$ cat config.mk
export PLATFORM = sky130hd
export DESIGN_NAME = fetch_seq
export DESIGN_NICKNAME = d
export VERILOG_FILES = /design/src/rtl/fetch_seq.sv
export SDC_FILE = /design/constraint.sdc
export NUM_CORES = 1
export LEC_CHECK = 0
export ABC_AREA = 1
export CAP_MARGIN = 10
export CORE_AREA = 2 2 66 68
export DETAILED_ROUTE_END_ITERATION = 12
export DIE_AREA = 0 0 68 70
export PLACE_DENSITY = 0.78
export REMOVE_ABC_BUFFERS = 1
export SETUP_SLACK_MARGIN = 0.3
export SYNTH_ARGS = -nofsm -noshare
export SYNTH_HDL_FRONTEND = slang
export SYNTH_SLANG_ARGS = --single-unit
export TNS_END_PERCENT = 100
$ cat constraint.sdc
create_clock -name clk -period 1.9 [get_ports clk]
set_input_delay 0.19 -clock clk [delete_from_list [all_inputs] [get_ports clk]]
set_output_delay 0.19 -clock clk [all_outputs]
set_load 0.05 [all_outputs]
$ cat src/rtl/fetch_seq.sv
// Instruction fetch/sequencing controller: walks FETCH/DECODE/EXEC phases and
// drives program-memory field selects plus data-memory/ALU strobes.
module fetch_seq #(
   parameter logic [15:0] PC_RESET = 16'h0000
) (
   input  logic        clk,
   input  logic        clr,
   input  logic        run,
   input  logic [15:0] instruction,
   input  logic [15:0] addbus,
   input  logic        jump_cond,
   output logic [15:0] pc,
   output logic        ld_inst,
   output logic [2:0]  ld_val_reg,
   output logic        dm_rd,
   output logic        dm_rd_latch,
   output logic        dm_wr,
   output logic        alu_write,
   output logic        halted,
   output logic        illegal
);

   localparam int unsigned PC_W  = 16;
   localparam int unsigned OP_W  = 3;
   localparam int unsigned SEL_W = 3;
   localparam int unsigned ST_W  = 3;

   localparam logic [ST_W-1:0] S_IDLE   = 3'd0;
   localparam logic [ST_W-1:0] S_FETCH  = 3'd1;
   localparam logic [ST_W-1:0] S_DECODE = 3'd2;
   localparam logic [ST_W-1:0] S_EXEC1  = 3'd3;
   localparam logic [ST_W-1:0] S_EXEC2  = 3'd4;
   localparam logic [ST_W-1:0] S_HALT   = 3'd5;

   localparam logic [OP_W-1:0] OP_NOP = 3'b000;
   localparam logic [OP_W-1:0] OP_LDI = 3'b001;
   localparam logic [OP_W-1:0] OP_MOV = 3'b010;
   localparam logic [OP_W-1:0] OP_ALU = 3'b011;
   localparam logic [OP_W-1:0] OP_JMP = 3'b100;
   localparam logic [OP_W-1:0] OP_JC  = 3'b101;
   localparam logic [OP_W-1:0] OP_HLT = 3'b110;
   localparam logic [OP_W-1:0] OP_ILL = 3'b111;

   localparam logic [SEL_W-1:0] SEL_VAL  = 3'd0;
   localparam logic [SEL_W-1:0] SEL_REG1 = 3'd1;
   localparam logic [SEL_W-1:0] SEL_REG2 = 3'd2;
   localparam logic [SEL_W-1:0] SEL_REG3 = 3'd3;
   localparam logic [SEL_W-1:0] SEL_ADDR = 3'd5;

   logic [ST_W-1:0]  state_q, state_d;
   logic [PC_W-1:0]  pc_q, pc_d;
   logic [OP_W-1:0]  ir_q, ir_d;
   logic             jc_q, jc_d;
   logic             halted_q, halted_d;
   logic             illegal_q, illegal_d;
   logic             ld_inst_q, ld_inst_d;
   logic [SEL_W-1:0] sel_q, sel_d;
   logic             dm_rd_q, dm_rd_d;
   logic             dm_rd_latch_q, dm_rd_latch_d;
   logic             dm_wr_q, dm_wr_d;
   logic             alu_write_q, alu_write_d;
   logic [PC_W-1:0]  pc_inc;

   // Only the opcode field is decoded here; the rest belongs to the datapath.
   logic             instr_unused;
   assign instr_unused = ^instruction[12:0];

   assign pc_inc = pc_q + PC_W'(1);

   // State register and registered outputs.
   always_ff @(posedge clk) begin
      if (clr) begin
         state_q       <= S_IDLE;
         pc_q          <= PC_RESET;
         ir_q          <= OP_NOP;
         jc_q          <= 1'b0;
         halted_q      <= 1'b0;
         illegal_q     <= 1'b0;
         ld_inst_q     <= 1'b0;
         sel_q         <= SEL_VAL;
         dm_rd_q       <= 1'b0;
         dm_rd_latch_q <= 1'b0;
         dm_wr_q       <= 1'b0;
         alu_write_q   <= 1'b0;
      end else begin
         state_q       <= state_d;
         pc_q          <= pc_d;
         ir_q          <= ir_d;
         jc_q          <= jc_d;
         halted_q      <= halted_d;
         illegal_q     <= illegal_d;
         ld_inst_q     <= ld_inst_d;
         sel_q         <= sel_d;
         dm_rd_q       <= dm_rd_d;
         dm_rd_latch_q <= dm_rd_latch_d;
         dm_wr_q       <= dm_wr_d;
         alu_write_q   <= alu_write_d;
      end
   end

   // Next state, pc/IR update, and the outputs of the state being entered.
   always_comb begin
      state_d       = state_q;
      pc_d          = pc_q;
      ir_d          = ir_q;
      jc_d          = jc_q;
      halted_d      = halted_q;
      illegal_d     = illegal_q;
      ld_inst_d     = 1'b0;
      sel_d         = SEL_VAL;
      dm_rd_d       = 1'b0;
      dm_rd_latch_d = 1'b0;
      dm_wr_d       = 1'b0;
      alu_write_d   = 1'b0;

      case (state_q)
         S_IDLE: begin
            if (run) state_d = S_FETCH;
         end
         S_FETCH: begin
            state_d = S_DECODE;
         end
         S_DECODE: begin
            ir_d    = instruction[15:13];
            state_d = S_EXEC1;
         end
         S_EXEC1: begin
            case (ir_q)
               OP_MOV, OP_ALU: begin
                  state_d = S_EXEC2;
               end
               OP_JMP: begin
                  pc_d    = pc_inc;
                  state_d = S_EXEC2;
               end
               OP_JC: begin
                  pc_d    = pc_inc;
                  jc_d    = jump_cond;
                  state_d = S_EXEC2;
               end
               OP_HLT: begin
                  halted_d = 1'b1;
                  state_d  = S_HALT;
               end
               OP_ILL: begin
                  illegal_d = 1'b1;
                  pc_d      = pc_inc;
                  state_d   = S_FETCH;
               end
               default: begin
                  pc_d    = pc_inc;
                  state_d = S_FETCH;
               end
            endcase
         end
         S_EXEC2: begin
            state_d = S_FETCH;
            case (ir_q)
               OP_JMP:  pc_d = addbus;
               // A not-taken branch steps over its address word.
               OP_JC:   pc_d = jc_q ? addbus : pc_inc;
               default: pc_d = pc_inc;
            endcase
         end
         S_HALT: begin
            state_d = S_HALT;
         end
         default: begin
            state_d = S_IDLE;
         end
      endcase

      case (state_d)
         S_DECODE: begin
            ld_inst_d = 1'b1;
         end
         S_EXEC1: begin
            ld_inst_d = 1'b1;
            case (ir_d)
               OP_LDI: dm_wr_d = 1'b1;
               OP_MOV: begin
                  sel_d         = SEL_REG1;
                  dm_rd_d       = 1'b1;
                  dm_rd_latch_d = 1'b1;
               end
               OP_ALU: begin
                  sel_d   = SEL_REG3;
                  dm_rd_d = 1'b1;
               end
               default: sel_d = SEL_VAL;
            endcase
         end
         S_EXEC2: begin
            ld_inst_d = 1'b1;
            case (ir_d)
               OP_MOV: begin
                  sel_d   = SEL_REG2;
                  dm_wr_d = 1'b1;
               end
               OP_ALU: begin
                  sel_d       = SEL_REG3;
                  alu_write_d = 1'b1;
               end
               OP_JMP, OP_JC: sel_d = SEL_ADDR;
               default: sel_d = SEL_VAL;
            endcase
         end
         default: ld_inst_d = 1'b0;
      endcase
   end

   assign pc          = pc_q;
   assign ld_inst     = ld_inst_q;
   assign ld_val_reg  = sel_q;
   assign dm_rd       = dm_rd_q;
   assign dm_rd_latch = dm_rd_latch_q;
   assign dm_wr       = dm_wr_q;
   assign alu_write   = alu_write_q;
   assign halted      = halted_q;
   assign illegal     = illegal_q;

endmodule

==> results.json <==
{
  "timing.critical_path.from_type": "flop",
  "vdd_drop_max_uv": 450,
  "die_y_um": 70,
  "timing.critical_path.required_ns": 2.08,
  "syn_avg_cell_area_um2": 6.44,
  "cts-buffers-inserted": 5,
  "rows": 24,
  "global_route.usage.met3_pct": 5.96,
  "cellPowerDensity_mw_per_mm2": 631,
  "finalWeightedCongestion": 0.864,
  "root_buffer_cell": "clkbuf_8",
  "clkSinkCount": 33,
  "cellLeakagePower_nw": 1.19,
  "largest_net_degree_at_the_start_of_global_routing": 18,
  "fin_worst_hold_slack_ns": 0.445,
  "number_of_drc_markers_in_iteration_0": 115,
  "total_die_area_mm2": 0.00476,
  "post_dr_wirelength_cell_um": 11.2,
  "antenna_cells": 0,
  "via_count_of_the_first_global_routing_pass": 1746,
  "synth-warning-count": 0,
  "area_growth_syn_to_layout_pct": 37.7,
  "grt_remaining_overflow": 0,
  "grt_usage_pct": 19.5,
  "outcome": "finished, final reports clean",
  "fraction_of_final_layout_cells_sized_beyond_drive_strength_1_pct": 9.85,
  "end_kind": "flop",
  "fin_cells": 387,
  "slew_margin_rel_pct": 66.1,
  "die_w_um": 68,
  "remaining_drc_errors": 0,
  "ys_types": 28,
  "post_drt_via_cell_ratio": 4.87,
  "dp.final_hpwl_mm": 3.14,
  "drt-pass1-iter-count": 4,
  "finalSetupViolCount": 0,
  "library_cell_contributing_the_largest_single_delay_on_the_critical_path": "dfxtp_1",
  "worst_setup_hold_path_clk_slew_ns": 0.07,
  "totalNegativeSetupSlack_ns": 0,
  "floorplan.initialDensity_pct": 42.9,
  "max_freq_mhz": 662,
  "hold_path.class": "flop to flop",
  "cts.htree.levels": 2,
  "syn_area_mm2": 0.00178,
  "dp_worst_setup_slack_ns": 0.331,
  "final_max_slew_viol_count": 0,
  "placed_cells": 374,
  "cts_hold_buf": 0,
  "via_count": 1884,
  "grt_pass1_wl_mm": 7.23,
  "postRouteAntennaNets": 0,
  "most_congested_layer_reported_by_global_routing": "met2",
  "gr-usage-met1_pct": 22.3,
  "ctsLongestPathBuffers": 2,
  "timing_worst_slew_pin_value_ns": 0.508,
  "grtUsageMet2_pct": 32.8,
  "timing.critical_path.fanout_max": 11,
  "core_area_mm2": 0.00414,
  "clk_latency_ns": 0.29,
  "timing.clock.skew_ns": 0.0118,
  "nNetsFinal": 371,
  "max_ffs_per_register": 16,
  "crit_path_max_incr_delay_ns": 0.40,
  "fin_crit_sh_pct": 79.5,
  "finalCriticalPeriod_ns": 1.51,
  "tritoncts_clock_tree": "done",
  "timing.final.ws_setup_ns": 0.389,
  "syn_inst": 276,
  "antenna_found_initial": 0,
  "timing_worst_setup_path_type": "flop to flop",
  "cp_data_arrival_time_ns": 1.69,
  "postSynth.asyncResetShare_pct": 0,
  "boundaryPins": 62,
  "unrepaired_setup_endpoints_after_global_routing": "true",
  "synth_enable_flop_cells": 0,
  "max-cap-violations": 0,
  "synth_seq_area_share_pct": 37.2,
  "count_of_state_elements_after_synthesis": 33,
  "critical_path.cell_chain": "inv_1 > nand2_1 > inv_1 > nand2_1 > nand2_4 > nand2_4 > clkinv_2 > a21oi_1 > nor2_1",
  "total_routed_length_mm": 4.33,
  "report.final.hold_viol_count": 0,
  "place.port_buffers": 48,
  "synth_top_flop_cell": "dfxtp_1"
}
## layer usage
layer,part of all wire [%],vias to the layer above
met2,50,47
met1,42,836
li1,-,992
met4,1.8,0
met3,5.9,9
met5,0,-
## synthesized netlist by cell type, types with 2 or more instances
cell	instances	area share [%]
or2_2	3	1.1
nand4_1	5	1.8
dfxtp_1	33	37
nand3_1	20	5.6
o211ai_1	2	0.84
clkbuf_1	2	0.42
nor2_2	2	0.70
a31oi_1	2	0.70
buf_6	2	1.3
xor2_1	4	2.0
nand2_1	74	16
o21ai_0	13	3.7
inv_1	41	8.7
nand2_4	2	1.3
nor2_1	44	9.3
a21oi_1	14	3.9
o21ai_1	2	0.56
## worst paths after layout
path	start	to	slack (ns)	cells after the start
setup / recovery	state_q[1]	pc[8]	0.39	9
hold reg to reg	jc_q	jc_q	0.44	2
hold / removal	jc_q	jc_q	0.44	2
setup reg to reg	state_q[1]	pc[8]	0.39	9
## through the flow
step	cell area (um2)	power [mW]	utilization, %
floorplan	1750	0.866	-
global placement	2310	0.960	55.7
detailed placement	2310	0.963	55.7
CTS	2380	1.55	57.5
global route	2450	1.61	59.0
finish	2450	1.54	59.0
## placed cells by master, fill, tap and decap left out, types with 2 or more instances in the layout
master           synthesis  layout
o21ai_0                 13      12
xor2_1                   4       4
clkinv_2                 1       2
nand4_1                  5       5
dlygate4sd2_1            0      22
o21ai_1                  2       3
nor2_1                  44      42
clkbuf_8                 0       7
inv_1                   41      41
dfxtp_1                 33      30
o211ai_1                 2       2
dfxtp_2                  0       3
nor2_2                   2       3
dlymetal6s2s_1           0       4
nand2_4                  2       2
buf_4                    0       7
or2_2                    3       3
a31oi_1                  2       2
nand3_1                 20      20
clkdlybuf4s50_1          0      22
nand2_1                 74      74
a21oi_1                 14      13
## kinds of logic after synthesis
| logic type | synth area share (%) |
|---|---|
| simple gates | 37.3 |
| buf+inv | 11.0 |
| compound gates | 11.8 |
| flops | 37.2 |
| xor+xnor | 1.97 |
| fa+ha+maj | 0.704 |
## layout make-up
cell class              count  area [um2]
inverters                  43         165
flip-flops and latches     33         664
multi-input cells         196         935
fillers                   413        1700
repair buffers             55         515
well taps                  52        65.1
clock buffers               7        96.3
clock inverters             1        5.00
## critical path, delay by kind of cell, from the launching register on
kind	cells	cell delay [ns]
flip-flops	1	0.40
buffers and inverters	3	0.30
AND/OR/NAND/NOR	5	0.51
AO/OA/AOI/OAI	1	0.20
## power breakdown
part	switching [mW]	internal [mW]	leakage, nW
registers	0.0188	0.711	0.268
logic	0.130	0.0924	0.871
clock network	0.264	0.327	0.0542
## what timing repair did
| action | in CTS | in global routing |
|---|---|---|
| setup buffers | 0 | 5 |
| pin swaps | 0 | 2 |
| gates resized for setup | 22 | 12 |
| setup endpoints to repair | 22 | 18 |
Power figures use the tool's default switching activity.
